--- src/rtl/horner_operative.sv ---
// horner_operative: evaluates c[N-1]*x^(N-1)+...+c[0] by Horner's rule on one shared
// multiply/add ALU, with its own start/busy/done sequencer.
module horner_operative #(
    parameter int WIDTH = 16,
    parameter int NCOEF = 3
) (
    input  logic                   clk,
    input  logic                   rst_n,
    input  logic                   start,
    input  logic [WIDTH-1:0]       x,
    input  logic [NCOEF*WIDTH-1:0] coef,
    output logic                   busy,
    output logic                   done,
    output logic [WIDTH-1:0]       result,
    output logic                   ovf
);
    localparam int IW = (NCOEF > 2) ? $clog2(NCOEF - 1) : 1;
    localparam logic [IW-1:0] I_START = IW'((NCOEF > 1) ? NCOEF - 2 : 0);
    typedef enum logic [1:0] {IDLE, MUL, ADD} state_t;
    state_t r_state, w_next;
    logic [WIDTH-1:0] r_x, r_s, r_h, r_result;
    logic [IW-1:0] r_idx;
    logic [NCOEF*WIDTH-1:0] r_coef;
    logic r_busy, r_done, r_ovf;
    logic [2*WIDTH-1:0] w_prod;
    logic [WIDTH:0] w_sum;
    assign w_prod = {{WIDTH{1'b0}}, r_s} * {{WIDTH{1'b0}}, r_x};
    assign w_sum = {1'b0, r_h} + {1'b0, r_coef[int'(r_idx)*WIDTH +: WIDTH]};
    assign busy = r_busy;
    assign done = r_done;
    assign result = r_result;
    assign ovf = r_ovf;
    always_ff @(posedge clk) begin
        if (!rst_n) r_state <= IDLE;
        else r_state <= w_next;
    end
    always_comb begin
        w_next = (r_state == IDLE) ? ((start && NCOEF > 1) ? MUL : IDLE) :
                 (r_state == MUL)  ? ADD :
                 (r_idx == '0)     ? IDLE : MUL;
    end
    // A single-coefficient build completes on the accept edge without ever going busy.
    always_ff @(posedge clk) begin
        if (!rst_n) begin
            r_x <= '0;
            r_s <= '0;
            r_h <= '0;
            r_idx <= '0;
            r_coef <= '0;
            r_result <= '0;
            r_busy <= 1'b0;
            r_done <= 1'b0;
            r_ovf <= 1'b0;
        end else begin
            r_done <= 1'b0;
            case (r_state)
                IDLE: if (start) begin
                    r_coef <= coef;
                    r_x <= x;
                    r_s <= coef[(NCOEF-1)*WIDTH +: WIDTH];
                    r_idx <= I_START;
                    r_ovf <= 1'b0;
                    r_busy <= (NCOEF > 1);
                    if (NCOEF == 1) begin
                        r_done <= 1'b1;
                        r_result <= coef[(NCOEF-1)*WIDTH +: WIDTH];
                    end
                end
                MUL: begin
                    r_h <= w_prod[WIDTH-1:0];
                    r_ovf <= r_ovf | (|w_prod[2*WIDTH-1:WIDTH]);
                end
                ADD: begin
                    r_s <= w_sum[WIDTH-1:0];
                    r_ovf <= r_ovf | w_sum[WIDTH];
                    if (r_idx == '0) begin
                        r_result <= w_sum[WIDTH-1:0];
                        r_done <= 1'b1;
                        r_busy <= 1'b0;
                    end else begin
                        r_idx <= r_idx - 1'b1;
                    end
                end
                default: ;
            endcase
        end
    end
endmodule

--- config.mk ---
export PLATFORM = sky130hd
export DESIGN_NAME = horner_operative
export DESIGN_NICKNAME = d
export VERILOG_FILES = /design/src/rtl/horner_operative.sv
export SDC_FILE = /design/constraint.sdc
export NUM_CORES = 1
export LEC_CHECK = 0
export ABC_CLOCK_PERIOD_IN_PS = 5600
export BUFFER_PORTS_ARGS = -buffer_cell sky130_fd_sc_hd__buf_2
export CAP_MARGIN = 20
export CORE_ASPECT_RATIO = 0.9
export CORE_UTILIZATION = 46
export CTS_BUF_LIST = sky130_fd_sc_hd__clkbuf_16
export DETAILED_ROUTE_END_ITERATION = 8
export PLACE_DENSITY_LB_ADDON = 0.15
export SYNTH_ARGS = -nofsm -noshare
export SYNTH_HDL_FRONTEND = slang
export SYNTH_SLANG_ARGS = --single-unit
--- constraint.sdc ---
create_clock -name clk -period 5.6 [get_ports clk]
set_clock_uncertainty 0.05 [all_clocks]
set_input_delay 0.84 -clock clk [delete_from_list [all_inputs] [get_ports clk]]
set_output_delay 0.84 -clock clk [all_outputs]
set_load 0.05 [all_outputs]
==> results.cfg, run 1 <==
[drt]
via_per_inst = 5.31
firstDrtPassIters = 5
wl_per_cell_um = 18.3
routed_wirelength_um = 37700
antenna_left = 0
drt_iter0_drc = 532
vias = 10903
drcViolationCount = 0

[placement]
portBuffers = 85
place_hpwl_um = 30900
place_congestion = 0.937
pre_cts_ws_ns = -0.527
dp.cells = 2035

[synthesis]
ys.flop_type = dfxtp_1
synth.avg_cell_area_um2 = 8.63
synth_edf_count = 0
synth.cell_area_um2 = 13100
synthCells = 1520
synthMostInstantiatedCell = nand2_1
synth_top_area_share_pct = 29.8
syn-num-nets = 1906
yosys_warnings = 0
synthTopCellsByArea = fa_1 (30%), dfxtp_1 (16%), ha_1 (12%)
yosys-top-cells-count = nand2_1 (278), inv_1 (205), fa_1 (195)
yosysUniqueCellTypes = 61
yosys.area.top_type = fa_1
ys_ff_latch = 102
async_flop_share_pct = 0
yosysSeqAreaShare_pct = 15.6

[global_routing]
grt_first_pass_wirelength_um = 61300
antenna_found_initial = 0
grt.total_usage_pct = 27.2
first_global_vias = 11453
grt_max_degree = 51
grt-ovfl-total = 0

[pwr]
power_leakage_nw = 6.92
p_switching_mw = 1.04
clockPowerShare_pct = 25.4
seq_power_share_pct = 31.5
powerDensity_nw_per_um2 = 171
p_comb_share_pct = 43.1
power.internal_mw = 1.60
swShare_pct = 39.4
vdd_ir_drop_max_mv = 0.170

[worst_setup_path]
crit_path_max_fanout = 6
critPathLaunchType = flip-flop
worstPathArrival_ns = 6.14
worstSetupPathType = reg2reg
crit_path_end_kind = flip-flop
required_ns = 5.79

[sta]
finalCritPeriodShare_pct = 106
slew_viol_final = 0
hold_viol = 0
rsz0062_at_grt = yes
clock.fmax_ghz = 0.168
fin_tns_setup_ns = -0.355
setup_violations = 1
relSlewSlack_pct = 27.3
worst_slack_ns = -0.355
tightest_slew_ns = 1.09
min_period_ns = 5.95

[finish]
synthToLayoutAreaGrowth_pct = 17.7
drive_gt1_share_pct = 19.4
final_cell_count_no_fill = 2054
layout.nets = 2075
final_core_util_pct = 55.1
diodes = 0

[floorplan]
ios = 86
coreArea_um2 = 28000
die_w_um = 180
rows = 58
initial_core_util_pct = 46.8
dieArea_um2 = 29200
die_h_um = 162

[clocking]
insertion_delay_ns = 0.37
clkSinkCount = 102
cts_root_buffer = clkbuf_16
numCtsBuffers = 9
cts_tree = yes
ctsHoldBuffers = 0
clk_pin_slew_ns = 0.09
clockBufferDepth = 2
cts_htree_levels = 3

[status]
violations = setup timing
outcome = complete, but fails checks

[hold_path]
hold_class = reg2reg

[job]
max_cap_viol_count = 0
## routing by layer
layer,track usage [%],vias up,routed length (µm)
li1,-,5195,-
met1,34.4,5411,16400
met2,47.1,235,18400
met3,3.57,62,1450
met4,11.0,0,1430
met5,0,-,0
## cell families after synthesis
group                      share of synthesized area [%]
and+or+nand+nor                                     18.0
adders and majority gates                           41.6
buffers and inverters                               7.95
AOI/OAI and AO/OA                                   11.4
DFF                                                 15.6
muxes                                               3.50
xor gates and xnor gates                            1.94
## power by group through the flow
stage                     combinational [mW]  sequential (mW)  clock, mW
after floorplan                        0.686            0.822          0
after global placement                  1.10            0.844          0
after detailed placement                1.10            0.846          0
after CTS                               1.13            0.829      0.689
after global routing                    1.27            0.836      0.708
final                                   1.13            0.830      0.670
## cell usage in the layout, fill, tap and decap left out, types with 8 or more instances in the layout
cell	instances
nand2_1	275
inv_1	203
fa_1	194
buf_4	138
and2_1	121
ha_1	119
a21oi_1	106
buf_2	85
dfxtp_1	81
nor2_1	59
mux2i_1	29
o21ai_0	27
xnor2_1	21
a211oi_1	16
mux2_2	15
a21o_1	14
dfxtp_2	12
a31oi_1	9
nand4_1	9
clkbuf_16	9
dfxtp_4	9
xor2_1	8
## critical path, cell delays in order (launching register included)
cell,delay (ns)
dfxtp_4,0.37
buf_4,0.13
buf_4,0.14
and2_1,0.15
fa_1,0.54
fa_1,0.43
ha_1,0.19
inv_1,0.06
fa_1,0.44
fa_1,0.55
inv_1,0.05
fa_1,0.41
ha_1,0.35
nor2_2,0.06
and2b_2,0.30
a31oi_4,0.11
o31a_1,0.41
buf_4,0.18
nor4_2,0.29
nor3_1,0.10
xnor2_1,0.14
nor4_2,0.27
a31oi_1,0.11
## stage by stage
| stage | hold WS [ns] | area (µm²) | power, mW |
|---|---|---|---|
| after global placement | 0.390 | 14900 | 1.94 |
| final | 0.404 | 15400 | 2.63 |
| after detailed placement | 0.393 | 14900 | 1.94 |
| after floorplan | 0.383 | 13300 | 1.51 |
| after CTS | 0.406 | 15400 | 2.64 |
| after global routing | 0.422 | 15400 | 2.81 |
## registers in the layout, indices dropped and copies added (netlist names), 2 cells and up
name	cells
r_x	16
r_h	16
r_state	2
result	16
r_coef	32
r_s	16
## final timing paths
path	to	cells past startpoint	start	slack (ns)
max	ovf	22	r_x[5]	-0.35
min	r_coef[29]	2	r_coef[29]	0.40
max reg2reg	ovf	22	r_x[5]	-0.35
min reg2reg	r_coef[29]	2	r_coef[29]	0.40
## what timing repair did
action | 4_1_cts | 5_1_grt
pin swaps | 6 | 9
resized for setup | 31 | 16
buffers inserted | 1 | 2
endpoints found under the setup margin | 1 | 3
## final cells by class
| cell class | count | area [µm²] |
|---|---|---|
| Fill cell | 2645 | 12600 |
| Timing Repair Buffer | 231 | 1610 |
| Multi-Input combinational cell | 1140 | 10200 |
| Sequential cell | 102 | 2090 |
| Tap cell | 360 | 450 |
| Clock buffer | 9 | 225 |
| Inverter | 205 | 769 |
| Clock inverter | 7 | 85.1 |
Note: power is estimated with default switching activity, not from simulation.
==> run 2: changes to the inputs <==
- ABC_AREA: default -> 1
- CELL_PAD_IN_SITES_DETAIL_PLACEMENT: default -> 1
- CELL_PAD_IN_SITES_GLOBAL_PLACEMENT: default -> 1
- CORE_UTILIZATION: 46 -> 42
==> run 2 against run 1 <==
Against the previous run:
- the flow now finishes without violations
- routed wire length increased by 18%
- maximum frequency increased by 6.9%
- synthesized cell count up 32%
- first-iteration DRC count up 18%
- sequential share of layout area fell by 0.62 points
- sequential power is 2% higher
- synthesized area up 7.4%
- hold slack better by 0.029 ns
- clock-buffer cell count did not move
- die area rose by 17%
- largest cell class unchanged
==> results.cfg, run 2 <==
[status]
outcome = finished clean

[drt]
via_per_inst = 4.94
antenna_left = 0
vias = 12474
firstDrtPassIters = 5
routed_wirelength_um = 44600
wl_per_cell_um = 17.7
drt_iter0_drc = 628
drcViolationCount = 0

[synthesis]
synth.avg_cell_area_um2 = 7.04
synth.cell_area_um2 = 14100
synthCells = 2002
ys_ff_latch = 102
yosys-top-cells-count = nand2_1 (540), inv_1 (451), fa_1 (195)
yosys_warnings = 0
yosys.area.top_type = fa_1
synthTopCellsByArea = fa_1 (28%), dfxtp_1 (14%), nand2_1 (14%)
yosysSeqAreaShare_pct = 14.5
async_flop_share_pct = 0
synth_top_area_share_pct = 27.7
yosysUniqueCellTypes = 43
synth_edf_count = 0
syn-num-nets = 2388
ys.flop_type = dfxtp_1
synthMostInstantiatedCell = nand2_1

[sta]
finalCritPeriodShare_pct = 99.4
fin_tns_setup_ns = 0
tightest_slew_ns = 1.03
relSlewSlack_pct = 31.5
min_period_ns = 5.57
hold_viol = 0
slew_viol_final = 0
clock.fmax_ghz = 0.180
setup_violations = 0
rsz0062_at_grt = yes

[worst_setup_path]
worstPathArrival_ns = 5.79
required_ns = 5.82
rr_startpoint = r_x[2]
crit_slowest_cell = fa_2
crit_path_start = r_x[2]
cp.buffers_inverters = 6
cp_common_cell = nand2_1
max_stage_delay_ns = 0.57
worstSetupPathType = reg2reg
crit_family = adder cells
critPathLaunchType = flip-flop
crit_path_max_fanout = 6
crit_path_end_kind = flip-flop

[pwr]
power_leakage_nw = 8.89
power.internal_mw = 1.88
p_switching_mw = 1.60
seq_power_share_pct = 24.4
swShare_pct = 45.9
p_total_mw = 3.48
p_comb_share_pct = 55.6
powerDensity_nw_per_um2 = 215
clockPowerShare_pct = 20.0
vdd_ir_drop_max_mv = 0.169

[job]
max_cap_viol_count = 0

[global_routing]
grt-ovfl-total = 0
grt_max_degree = 57
first_global_vias = 13418
antenna_found_initial = 0
grt.total_usage_pct = 27.3
grt_first_pass_wirelength_um = 72400

[finish]
top_register = r_coef
postLayoutCellArea_um2 = 16200
drive_gt1_share_pct = 14.2
mostFrequentLayoutCell = nand2_1
diodes = 0
largest_reg_flops = 32
layout.nets = 2485
final_cell_count_no_fill = 2526
fill_cells = 4256
final_cell_mix = nand2_1 (529), inv_1 (451), fa_1 (193), nor2_1 (180), ha_1 (109)
synthToLayoutAreaGrowth_pct = 15.0

[floorplan]
die_h_um = 176
dieArea_um2 = 34300
ios = 86
initial_core_util_pct = 42.8
die_w_um = 195
coreArea_um2 = 32900
rows = 63

[clocking]
cts_htree_levels = 3
numCtsBuffers = 9
clkSinkCount = 102
clk_pin_slew_ns = 0.09
cts_tree = yes
insertion_delay_ns = 0.39
clockBufferDepth = 2
cts_root_buffer = clkbuf_16

[placement]
dp.cells = 2504
place_hpwl_um = 37200
place_area_um2 = 15500
portBuffers = 85
place_congestion = 0.891

[hold_path]
holdCritStartpoint = r_coef[17]
hold_class = reg2reg
## run 2: cell count changes after synthesis, sizes merged, moves of 10 or more
cell / before / now
xnor2: 21 / 8
and2: 124 / 3
nor2: 61 / 198
mux2i: 29 / 0
mux2: 15 / 0
o21ai: 30 / 99
a21o: 14 / 4
nand3: 7 / 44
a211oi: 20 / 4
clkbuf: 68 / 90
a21oi: 111 / 59
nand2: 278 / 551
inv: 205 / 457
## run 2: layout make-up
class	instances	area (µm²)	share of cell area (%)
well taps	422	528	3.26
multi-input cells	1346	10200	63.1
clock inverters	7	77.6	0.479
repair buffers	182	1340	8.25
clock buffers	9	225	1.39
inverters	458	1720	10.6
flip-flops and latches	102	2090	12.9
## run 2: final timing paths
kind / endpoint / slack [ns] / cells past startpoint
min: r_coef[17] / 0.43 / 2
max reg2reg: ovf / 0.03 / 27
min reg2reg: r_coef[17] / 0.43 / 2
max: ovf / 0.03 / 27
## run 2: power by group through the flow
stage	clock network, mW	logic (mW)	registers, mW
after detailed placement	0	1.74	0.863
after floorplan	0	1.09	0.827
after CTS	0.717	1.88	0.848
after global placement	0	1.70	0.860
after global routing	0.737	2.14	0.854
final	0.695	1.93	0.847
## run 2: per-stage QoR
stage | setup WS, ns | utilization [%] | hold slack, ns
finish | 0.0317 | 49.2 | 0.433
global route | -0.221 | 49.2 | 0.457
CTS | 0.00137 | 48.8 | 0.439
detailed placement | -0.384 | 47.1 | 0.419
global placement | -0.415 | 47.1 | 0.411
floorplan | 0.0222 | - | 0.397
## run 2: metal layers
layer	wire (µm)	part of all wire, %	track usage (%)
met1	21500	48	38.5
met2	20800	47	44.7
met3	1760	3.9	3.97
met4	586	1.3	5.25
met5	0	0	0
## run 2: worst min-delay path, stage by stage (launching register included)
cell     delay, ns
dfxtp_1       0.33
nor2_1        0.05
nor2_1        0.08
## run 2: cells by family (layout without fill, tap and decap cells)
group | Yosys count | in the layout | synth area share [%]
flip-flops | 102 | 102 | 14.5
AO/OA/AOI/OAI | 180 | 180 | 7.06
buffers and inverters | 554 | 656 | 14.8
AND/OR/NAND/NOR | 822 | 822 | 23.4
XOR/XNOR | 25 | 25 | 1.55
adder cells (fa/ha/maj) | 319 | 319 | 38.7
## run 2: timing repair
action,4_1_cts,5_1_grt
pin swaps,11,12
gates resized for setup,58,25
setup endpoints to repair,2,3
buffers inserted,2,4
hold buffers,0,0
==> run 3: changes to the inputs <==
- CORE_ASPECT_RATIO: 0.9 -> default
==> run 3 against run 2 <==
Against the previous run:
- the flow now finishes with violations (setup timing)
- core utilization increased by 0.38 points
- sequential share of layout area decreased by 0.13 points
- combinational power increased by 2%
- critical endpoint unchanged
- highest routed layer unchanged
- hold slack improved by 0.0013 ns
- first-iteration DRC count increased by 3.3%
- register-to-register slack got worse by 0.23 ns
- die area about the same
- critical path type unchanged
- maximum frequency decreased by 4.0%
- largest power group unchanged
- via count increased by 1.4%
- non-clock buffer count unchanged
- clock-buffer cell count unchanged
- cell area increased by 0.26%
==> results.cfg, run 3 (same netlist as run 2, synthesis figures left out) <==
[sta]
rsz0062_at_grt = yes
finalCritPeriodShare_pct = 104
clock.fmax_ghz = 0.172
min_period_ns = 5.80
tightest_slew_ns = 0.847
relSlewSlack_pct = 43.5
hold_viol = 0
slew_viol_final = 0
setup_violations = 1
worst_slack_ns = -0.199

[pwr]
p_total_mw = 3.58
vdd_ir_drop_max_mv = 0.187
powerDensity_nw_per_um2 = 221
power_leakage_nw = 8.90

[global_routing]
busiest_layer = met2
grt-ovfl-total = 0
grt_first_pass_wirelength_um = 72900
met1_usage_pct = 38.6
use_met2_pct = 45.8
use_met3_pct = 3.24
first_global_vias = 13679
grt.total_usage_pct = 27.9
antenna_found_initial = 0
grt_max_degree = 51

[floorplan]
ios = 86
die_h_um = 185
rows = 66
coreArea_um2 = 32800
initial_core_util_pct = 43.0
die_w_um = 185
dieArea_um2 = 34300

[finish]
final_cell_count_no_fill = 2546
layout.nets = 2485
largest_reg_flops = 32
final_core_util_pct = 49.5
diodes = 0
top_register = r_coef
synthToLayoutAreaGrowth_pct = 15.3
final_cell_mix = nand2_1 (520), inv_1 (437), fa_1 (193), nor2_1 (185), ha_1 (113)
mostFrequentLayoutCell = nand2_1
drive_gt1_share_pct = 15.1

[worst_setup_path]
rr_startpoint = r_x[4]
worst-path-stages = 31
crit_family = adder cells
max_stage_delay_ns = 0.65
crit_path_end_kind = flip-flop
ff2ff_path_depth = 31
worstPathArrival_ns = 6.01
cp_common_cell = inv_2
worstSetupPathType = reg2reg
cp.buffers_inverters = 9
crit_slowest_cell = fa_1
critPathLaunchType = flip-flop
crit_path_max_fanout = 9
r2r-end = ovf
required_ns = 5.81
reg2reg_setup_slack_ns = -0.20

[hold_path]
min_delay_worst_endpoint = r_coef[16]
hold_class = reg2reg
holdPathStages = 2
holdCritStartpoint = r_coef[16]

[clocking]
cts_root_buffer = clkbuf_16
cts_htree_levels = 3
ctsHoldBuffers = 0
clockBufferDepth = 2
cts_tree = yes
clk_pin_slew_ns = 0.09
insertion_delay_ns = 0.38
clkSinkCount = 102
numCtsBuffers = 9

[placement]
place_congestion = 0.890
dp.cells = 2527
portBuffers = 85
place_hpwl_um = 37600
pre_cts_ws_ns = -0.193

[drt]
firstDrtPassIters = 5
wl_per_cell_um = 17.9
drt_iter0_drc = 649
vias = 12652
via_per_inst = 4.97
antenna_left = 0
drcViolationCount = 0
routed_wirelength_um = 45500

[status]
violations = setup timing
outcome = complete, but fails checks

[job]
max_cap_viol_count = 0
run 3: cell count changes in the layout (fill, tap and decap cells not counted), sizes merged:
cell / before / now
bufinv: 0 / 2
clkinv: 4 / 5
clkinvlp: 1 / 0
inv: 460 / 458
run 3: cell type report:
type / instances / area, µm²
clock inverter: 7 / 119
timing repair buffer: 182 / 1290
tap: 442 / 553
sequential: 102 / 2080
multi-input combinational: 1346 / 10300
fill: 4227 / 16500
clock buffer: 9 / 225
inverter: 458 / 1720
run 3: worst reg2reg max path: cells and delay by family, from the launching register on:
kind	cells	cell delay, ns
adder cells (fa/ha/maj)	7	3.54
AND/OR/NAND/NOR	14	1.14
buffers and inverters	9	0.51
flip-flops	1	0.39
AO/OA/AOI/OAI	1	0.05
run 3: timing repair:
item	4_1_cts	5_1_grt
endpoints found under the setup margin	4	4
pin swaps	5	32
cloned	0	0
resized for setup	40	62
setup buffers	0	5
run 3: worst max-delay path by stage:
stage	startpoint	to	slack, ns
after global routing	r_x[4]	ovf	-0.42
after global placement	r_s[12]	ovf	-0.19
after detailed placement	r_x[1]	ovf	-0.19
final	r_x[4]	ovf	-0.20
after CTS	r_x[6]	ovf	0.003
after floorplan	r_s[9]	ovf	0.02
run 3: layer usage:
metal  up-vias  part of all wire, %  routed length (µm)
met1      6292                   47               21500
met2       230                   47               21300
met5         -                    0                   0
met4         0                  2.5                1160
li1       6072                    -                   -
met3        58                  3.4                1560
run 3: where the power goes:
part	total [mW]	switching (mW)	internal [mW]	leakage [nW]
sequential	0.852	0.0681	0.784	0.848
clock	0.759	0.355	0.404	0.166
combinational	1.97	1.19	0.781	7.89
total	3.58	1.62	1.97	8.90
run 3: metrics by stage:
step                hold WS [ns]  setup TNS, ns  instance area [µm²]
floorplan                  0.397              0                14100
global placement           0.411         -0.189                15500
detailed placement         0.421         -0.193                15500
CTS                        0.440              0                16000
global route               0.460         -0.926                16200
finish                     0.434         -0.199                16200
